## src/rtl/bcd_serial_adder_ctrl.sv

```systemverilog
// Digit-serial packed-BCD adder controller: one decimal digit per clock, LSD first.
// Optional operand-digit check is enabled by defining BCD_INPUT_CHECK_EN.
module bcd_serial_adder_ctrl #(
  parameter int DIGITS = 4
) (
  input  logic                clk,
  input  logic                rst_n,
  input  logic                start,
  input  logic [4*DIGITS-1:0] A,
  input  logic [4*DIGITS-1:0] B,
  input  logic                Cin,
  output logic [4*DIGITS-1:0] Sum,
  output logic                Cout,
  output logic                busy,
  output logic                done,
  output logic                Err
);

  localparam int W    = 4 * DIGITS;
  localparam int IDXW = (DIGITS > 1) ? $clog2(DIGITS) : 1;
  localparam logic [IDXW-1:0] LAST_IDX = IDXW'(DIGITS - 1);

  typedef enum logic {IDLE, ADD} state_t;

  state_t          state_q, state_d;
  logic [W-1:0]    a_sh_q, a_sh_d;
  logic [W-1:0]    b_sh_q, b_sh_d;
  logic [W-1:0]    sum_q, sum_d;
  logic [IDXW-1:0] idx_q, idx_d;
  logic            carry_q, carry_d;
  logic            cout_q, cout_d;
  logic            done_q, done_d;

  logic [4:0]      dig_raw;
  logic [4:0]      dig_adj;
  logic [3:0]      digit;
  logic            dig_carry;
  logic [W-1:0]    a_shr, b_shr, sum_ins;

  // One-digit BCD add stage; nibbles above 9 follow the same rule, mod 16.
  always_comb begin
    dig_raw   = {1'b0, a_sh_q[3:0]} + {1'b0, b_sh_q[3:0]} + {4'b0000, carry_q};
    dig_adj   = dig_raw + 5'd6;
    digit     = dig_raw[3:0];
    dig_carry = 1'b0;
    if (dig_raw > 5'd9) begin
      digit     = dig_adj[3:0];
      dig_carry = 1'b1;
    end
  end

  generate
    if (DIGITS == 1) begin : g_one_digit
      assign a_shr   = '0;
      assign b_shr   = '0;
      assign sum_ins = digit;
    end else begin : g_multi_digit
      assign a_shr   = {4'b0000, a_sh_q[W-1:4]};
      assign b_shr   = {4'b0000, b_sh_q[W-1:4]};
      assign sum_ins = {digit, sum_q[W-1:4]};
    end
  endgenerate

  always_comb begin
    state_d = state_q;
    a_sh_d  = a_sh_q;
    b_sh_d  = b_sh_q;
    sum_d   = sum_q;
    idx_d   = idx_q;
    carry_d = carry_q;
    cout_d  = cout_q;
    done_d  = 1'b0;
    case (state_q)
      IDLE: begin
        if (start) begin
          a_sh_d  = A;
          b_sh_d  = B;
          carry_d = Cin;
          sum_d   = '0;
          idx_d   = '0;
          state_d = ADD;
        end
      end
      ADD: begin
        a_sh_d  = a_shr;
        b_sh_d  = b_shr;
        sum_d   = sum_ins;
        carry_d = dig_carry;
        idx_d   = idx_q + IDXW'(1);
        if (idx_q == LAST_IDX) begin
          cout_d  = dig_carry;
          done_d  = 1'b1;
          idx_d   = '0;
          state_d = IDLE;
        end
      end
      default: state_d = IDLE;
    endcase
  end

  always_ff @(posedge clk or negedge rst_n) begin
    if (!rst_n) begin
      state_q <= IDLE;
      a_sh_q  <= '0;
      b_sh_q  <= '0;
      sum_q   <= '0;
      idx_q   <= '0;
      carry_q <= 1'b0;
      cout_q  <= 1'b0;
      done_q  <= 1'b0;
    end else begin
      state_q <= state_d;
      a_sh_q  <= a_sh_d;
      b_sh_q  <= b_sh_d;
      sum_q   <= sum_d;
      idx_q   <= idx_d;
      carry_q <= carry_d;
      cout_q  <= cout_d;
      done_q  <= done_d;
    end
  end

`ifdef BCD_INPUT_CHECK_EN
  logic err_q, err_d;
  logic bad_digit;

  // Flag is judged on the operands as presented at the accepting edge.
  always_comb begin
    bad_digit = 1'b0;
    for (int i = 0; i < DIGITS; i++) begin
      if (A[4*i +: 4] > 4'd9 || B[4*i +: 4] > 4'd9) bad_digit = 1'b1;
    end
    err_d = err_q;
    if (state_q == IDLE && start) err_d = bad_digit;
  end

  always_ff @(posedge clk or negedge rst_n) begin
    if (!rst_n) err_q <= 1'b0;
    else        err_q <= err_d;
  end

  assign Err = err_q;
`else
  assign Err = 1'b0;
`endif

  assign Sum  = sum_q;
  assign Cout = cout_q;
  assign busy = (state_q == ADD);
  assign done = done_q;

endmodule
```

## config.mk

```make
export PLATFORM = sky130hd
export DESIGN_NAME = bcd_serial_adder_ctrl
export DESIGN_NICKNAME = d
export VERILOG_FILES = /design/src/rtl/bcd_serial_adder_ctrl.sv
export SDC_FILE = /design/constraint.sdc
export NUM_CORES = 1
export LEC_CHECK = 0
export ABC_CLOCK_PERIOD_IN_PS = 2600
export CAP_MARGIN = 20
export CORE_MARGIN = 2
export CORE_UTILIZATION = 47
export CTS_BUF_LIST = sky130_fd_sc_hd__clkbuf_8
export DETAILED_ROUTE_END_ITERATION = 10
export GPL_TIMING_DRIVEN = 1
export PLACE_DENSITY = 0.87
export SLEW_MARGIN = 5
export SYNTH_ARGS = -nofsm -noshare
export SYNTH_HDL_FRONTEND = slang
export SYNTH_SLANG_ARGS = --single-unit
```

## constraint.sdc

```tcl
create_clock -name clk -period 2.6 [get_ports clk]
set_input_delay 0.52 -clock clk [delete_from_list [all_inputs] [get_ports clk]]
set_output_delay 0.52 -clock clk [all_outputs]
set_load 0.02 [all_outputs]
```

# Word level (Yosys, flattened, before mapping)
# Index checks and enable logic that the tools add are counted.
[classes] add_sub_neg=4 magnitude_cmp=1 n_eq_ne=2 mux=18 bitwise=1 n_reduce_logical=1
[op_table] operator="$pmux W16 S2" count=3
[op_table] operator="$mux W16" count=3
[op_table] operator="$mux W1" count=6
[op_table] operator="$add A4 B4 Y5" count=1
[op_table] operator="$add A5 B1 Y5" count=1
[op_table] operator="$gt A5 B4 Y1 const B" count=1
[op_table] operator="$add A4 B3 Y4 const B" count=1
[op_table] operator="$mux W2" count=2
[op_table] operator="$mux W4" count=1
[op_table] operator="$pmux W1 S2" count=2
[op_table] operator="$pmux W2 S2" count=1
[op_table] operator="$add A2 B1 Y2 const B" count=1
[op_table] operator="$eq A2 B2 Y1 const B" count=1
[op_table] operator="$ne A2 B2 Y1 const B" count=1
[op_table] operator="$reduce_and A2 Y1" count=1
[op_table] operator="$not A1 Y1" count=1
[word_totals] ff_bits=54 input_bits=36 out_inout_bits=20 elab_cells=35

# Longest topological paths before layout
[logic_depth] ltp_word=5 mapped_depth=8 depth_no_buf=8

# Worst setup path before layout
# No wires, ideal clock.
[synth_path] kind="register to register" startpoint="reg a_sh_q[0]" endpoint="reg sum_q[13], in the netlist Sum[13]" setup_time_ns=0.132 t_arrival_ns=2.453 required_time_ns=2.468 setup_slack_ns=0.015 stages_incl_launch_ff=9 n_path_buf=0 synth_period_minus_slack_ns=2.585 path_cell_list="dfrtp_1 fa_1 fa_1 xnor2_1 ha_1 nor2b_1 a31oi_2 o221ai_1 or3b_1"
[synth_between] elab_chain_cells=5 word_cells_on_any_way=6 classes_between="add/sub (3); order compare (1); mux (2)"
[synth_rtl] item="start, declared" line="26" source="logic [W-1:0] a_sh_q, a_sh_d;"
[synth_rtl] item="start signal, assigned" line="113" source="a_sh_q <= a_sh_d;"
[synth_rtl] item="$add A4 B4 Y5 *" line="42" source="dig_raw = {1'b0, a_sh_q[3:0]} + {1'b0, b_sh_q[3:0]} + {4'b0000, carry_q};"
[synth_rtl] item="$add A5 B1 Y5 *" line="42"
[synth_rtl] item="$add A4 B3 Y4 or $gt A5 B4 Y1 (tied branches)" line="43, 46"
[synth_rtl] item="$mux W4 *" line="46" source="if (dig_raw > 5'd9) begin"
[synth_rtl] item="$pmux W16 S2 *" line="73" source="case (state_q)"
[synth_rtl] item="end signal, assigned" line="115" source="sum_q <= sum_d;"
[synth_rtl] item="end, declared" line="28" source="logic [W-1:0] sum_q, sum_d;"
# Mark *: on every way between the ends. The rest lies on a longest branch, timed or not.
# A chain may end at the register's enable or synchronous reset.

# Worst setup path in the final report
[layout_path] startpoint="reg carry_q" endpoint="reg sum_q[15], in the netlist Sum[15]"
[layout_between] elab_chain_cells=4 word_cells_on_any_way=5 classes_between="add/sub (2); order compare (1); mux (2)"
[layout_rtl] item="start, declared" line="30" source="logic carry_q, carry_d;"
[layout_rtl] item="start signal, assigned" line="117" source="carry_q <= carry_d;"
[layout_rtl] item="$add A5 B1 Y5 *" line="42"
[layout_rtl] item="$add A4 B3 Y4 or $gt A5 B4 Y1 (tied branches)" line="43, 46"
[layout_rtl] item="$mux W4 *" line="46"
[layout_rtl] item="$pmux W16 S2 *" line="73"
# Marks and branches as above.

==> results_dict.tcl <==
set metrics [dict create \
    grt_pass1_wl_um 9183 \
    place.gp.congestion 0.8182 \
    drive_above_1_share 0.1007 \
    die_width_um 77.51 \
    pwr-share-seq 0.336 \
    path_class "flip-flop to flip-flop" \
    switching_power_uw 1725 \
    grt_max_degree 62 \
    nets 340 \
    grt_usage 0.1932 \
    p_clk_frac 0.122 \
    antenna_cells 0 \
    netlist_top_cells_area "dfrtp_1, mux2i_1, o21ai_0" \
    cts_sinks 54 \
    area_growth_pct 31.48 \
    gr-total-overflow 0 \
    yosysSeqAreaShare 0.5320 \
    yosysWarnings 0 \
    post_synth.cell_area_avg_um2 10.45 \
    synthCells 243 \
    r2r-start "carry_q$_DFFE_PN0P_" \
    clk_path_buf_depth 2 \
    irDropWorstVdd_uv 574.5 \
    syn_area_um2 2540 \
    clk_pin_slew_ps 90 \
    finalWorstSetupSlack_ps 54.30 \
    pin_count 56 \
    synth_top_area_frac 0.5320 \
    drc_errors 0 \
    synth_top_family_by_area "compound AO/OA/AOI/OAI gates" \
    cp_data_required_time_ps 2800 \
    final_util 0.6456 \
    maxSlewHeadroom 0.5685 \
    post_drt_wl_per_cell_um 14.94 \
    grt_pass1_vias 1864 \
    synth_compound_area_frac 0.1394 \
    pre_cts_ws_ps -5.175 \
    start_util 0.4910 \
    tns_ps 0 \
    dieHeight_um 77.51 \
    comb_power_share 0.542 \
    rows 26 \
    p_per_area_nw_per_um2 1296 \
    final_cell_mix "dfrtp_1, clkdlybuf4s50_1, nand2_1" \
    ys.flop_type "dfrtp_1" \
    synth_nets 286 \
    synth_edf_count 0 \
    path_max_fanout 4 \
    root_buffer "clkbuf_8" \
    endpoint_kind "flip-flop" \
    max_freq_mhz 392.8 \
    switching_share 0.3985 \
    yosys.area_share.simple 0.1202 \
    hp-class "input port to async pin" \
    stdcell_count 368 \
    dieArea_um2 6008 \
    cp_data_arrival_time_ps 2750 \
    core_um2 5172 \
    worst_slew_pin_slew_ps 647.2 \
    synthAdderAreaFrac 0.04039 \
    cts_tree "yes" \
    hold_ws_ps 238.5 \
    htreeDepth 2 \
    crit_path_start "carry_q$_DFFE_PN0P_" \
    synth_xor_xnor_area_share 0.003448 \
    yosys_register_bits 54 \
    cp-start-kind "flip-flop" \
    muxShareOfSynthArea 0.1261 \
    drt-pass1-iter-count 4 \
    hpwl_um 3913 \
    yosysTopAreaCell "dfrtp_1" \
    fin_crit_sh 0.9791 \
    cts_hold_buf 0 \
    ant_nets 0 \
    cellInternalPower_uw 2604 \
    antenna_found_initial 0 \
    status "finished clean" \
    drtIter0Drc 117 \
    layout_commonest_cell "dfrtp_1" \
    dpl.cell_count 357 \
    async_reset_ff_frac 1.000 \
    routed_wl_um 5497 \
    viasPerCell 5.329 \
    cap_violations 0 \
    leakagePower_uw 0.001538 \
    hold_viol 0 \
    setup_viol 0 \
    synthDistinctLibCells 39 \
    num_vias 1961 \
    post-route-min-period_ps 2546 \
    fin_skew_ps 9.702 \
    port_buffers 54 \
    maxSlewViolCount 0 \
    worst_skew_pair.late_latency_ps 300 \
    cts_made_buffers 5 \
]
-- cell usage after synthesis, types with 2 or more instances --
cell and number:
dfrtp_1 54, nand2_1 45, o21ai_0 34, mux2i_1 32
nor2_1 11, clkbuf_1 9, a22o_1 6, ha_1 5
inv_1 4, a21o_1 3, buf_1 3, buf_2 3
nand2b_1 3, a21oi_1 2, a31oi_1 2, fa_1 2
nand3_1 2, nor2b_1 2
-- metrics by stage --
stage / total power (uW) / area, um^2
after CTS: 3994 / 3268
after global placement: 3328 / 3146
after floorplan: 2710 / 2540
final: 4329 / 3339
after global routing: 4655 / 3339
after detailed placement: 3418 / 3146
-- what timing repair did --
item / 4_1_cts / 5_1_grt
setup endpoints to repair: 2 / 4
pin swaps: 0 / 5
resized for setup: 3 / 9
setup buffers: 0 / 3
-- area by class of cell --
type	count	area, um^2
Sequential cell	54	1353
Clock buffer	8	110.1
Timing Repair Buffer	64	618.1
Multi-Input combinational cell	168	1154
Fill cell	391	1833
Inverter	4	17.52
Tap cell	70	87.58
-- worst max-delay path: stages (launching register included) --
cell and delay, ps:
dfrtp_1 410, fa_2 420, fa_2 570, inv_4 50, ha_4 150, nor2b_4 130, a31oi_4 160, buf_4 160
o2111ai_2 120, a31o_1 260
-- cell families after synthesis --
kind of cell	after synthesis
muxes	32
DFF	54
other	1
and+or+nand+nor	70
xor gates and xnor gates	1
AOI/OAI and AO/OA	57
buffers and inverters	21
adders and majority gates	7
-- registers in the layout (all words and copies together), names as in the netlist --
| name | count |
|---|---|
| done | 1 |
| Sum | 16 |
| carry_q | 1 |
| b_sh_q | 16 |
| a_sh_q | 16 |
| busy | 1 |
| idx_q | 2 |
| Cout | 1 |
-- power groups by stage --
stage | clock, uW | sequential (uW) | combinational (uW)
after global routing | 580 | 1510 | 2570
after global placement | 0 | 1450 | 1880
after floorplan | 0 | 1540 | 1170
after detailed placement | 0 | 1470 | 1950
after CTS | 544 | 1450 | 2000
final | 530 | 1450 | 2350
-- final timing paths --
path                                    endpoint  slack [ps]  cells past startpoint
setup reg to reg             Sum[15]$_DFFE_PN0P_          50                      9
setup / recovery             Sum[15]$_DFFE_PN0P_          50                      9
min in group clk           a_sh_q[7]$_DFFE_PN0P_         470                      2
hold / removal                Sum[6]$_DFFE_PN0P_         240                      1
hold reg to reg            a_sh_q[7]$_DFFE_PN0P_         470                      2
max in group asynchronous  b_sh_q[2]$_DFFE_PN0P_        1800                      2
-- metal layers --
| metal | vias up | wire length [um] | track usage |
|---|---|---|---|
| li1 | 948 | - | - |
| met1 | 950 | 2378 | 0.2533 |
| met2 | 53 | 2811 | 0.3270 |
| met3 | 10 | 212 | 0.03256 |
| met4 | 0 | 93 | 0.06429 |
| met5 | - | 0 | 0 |
(Power assumes the default switching activity.)
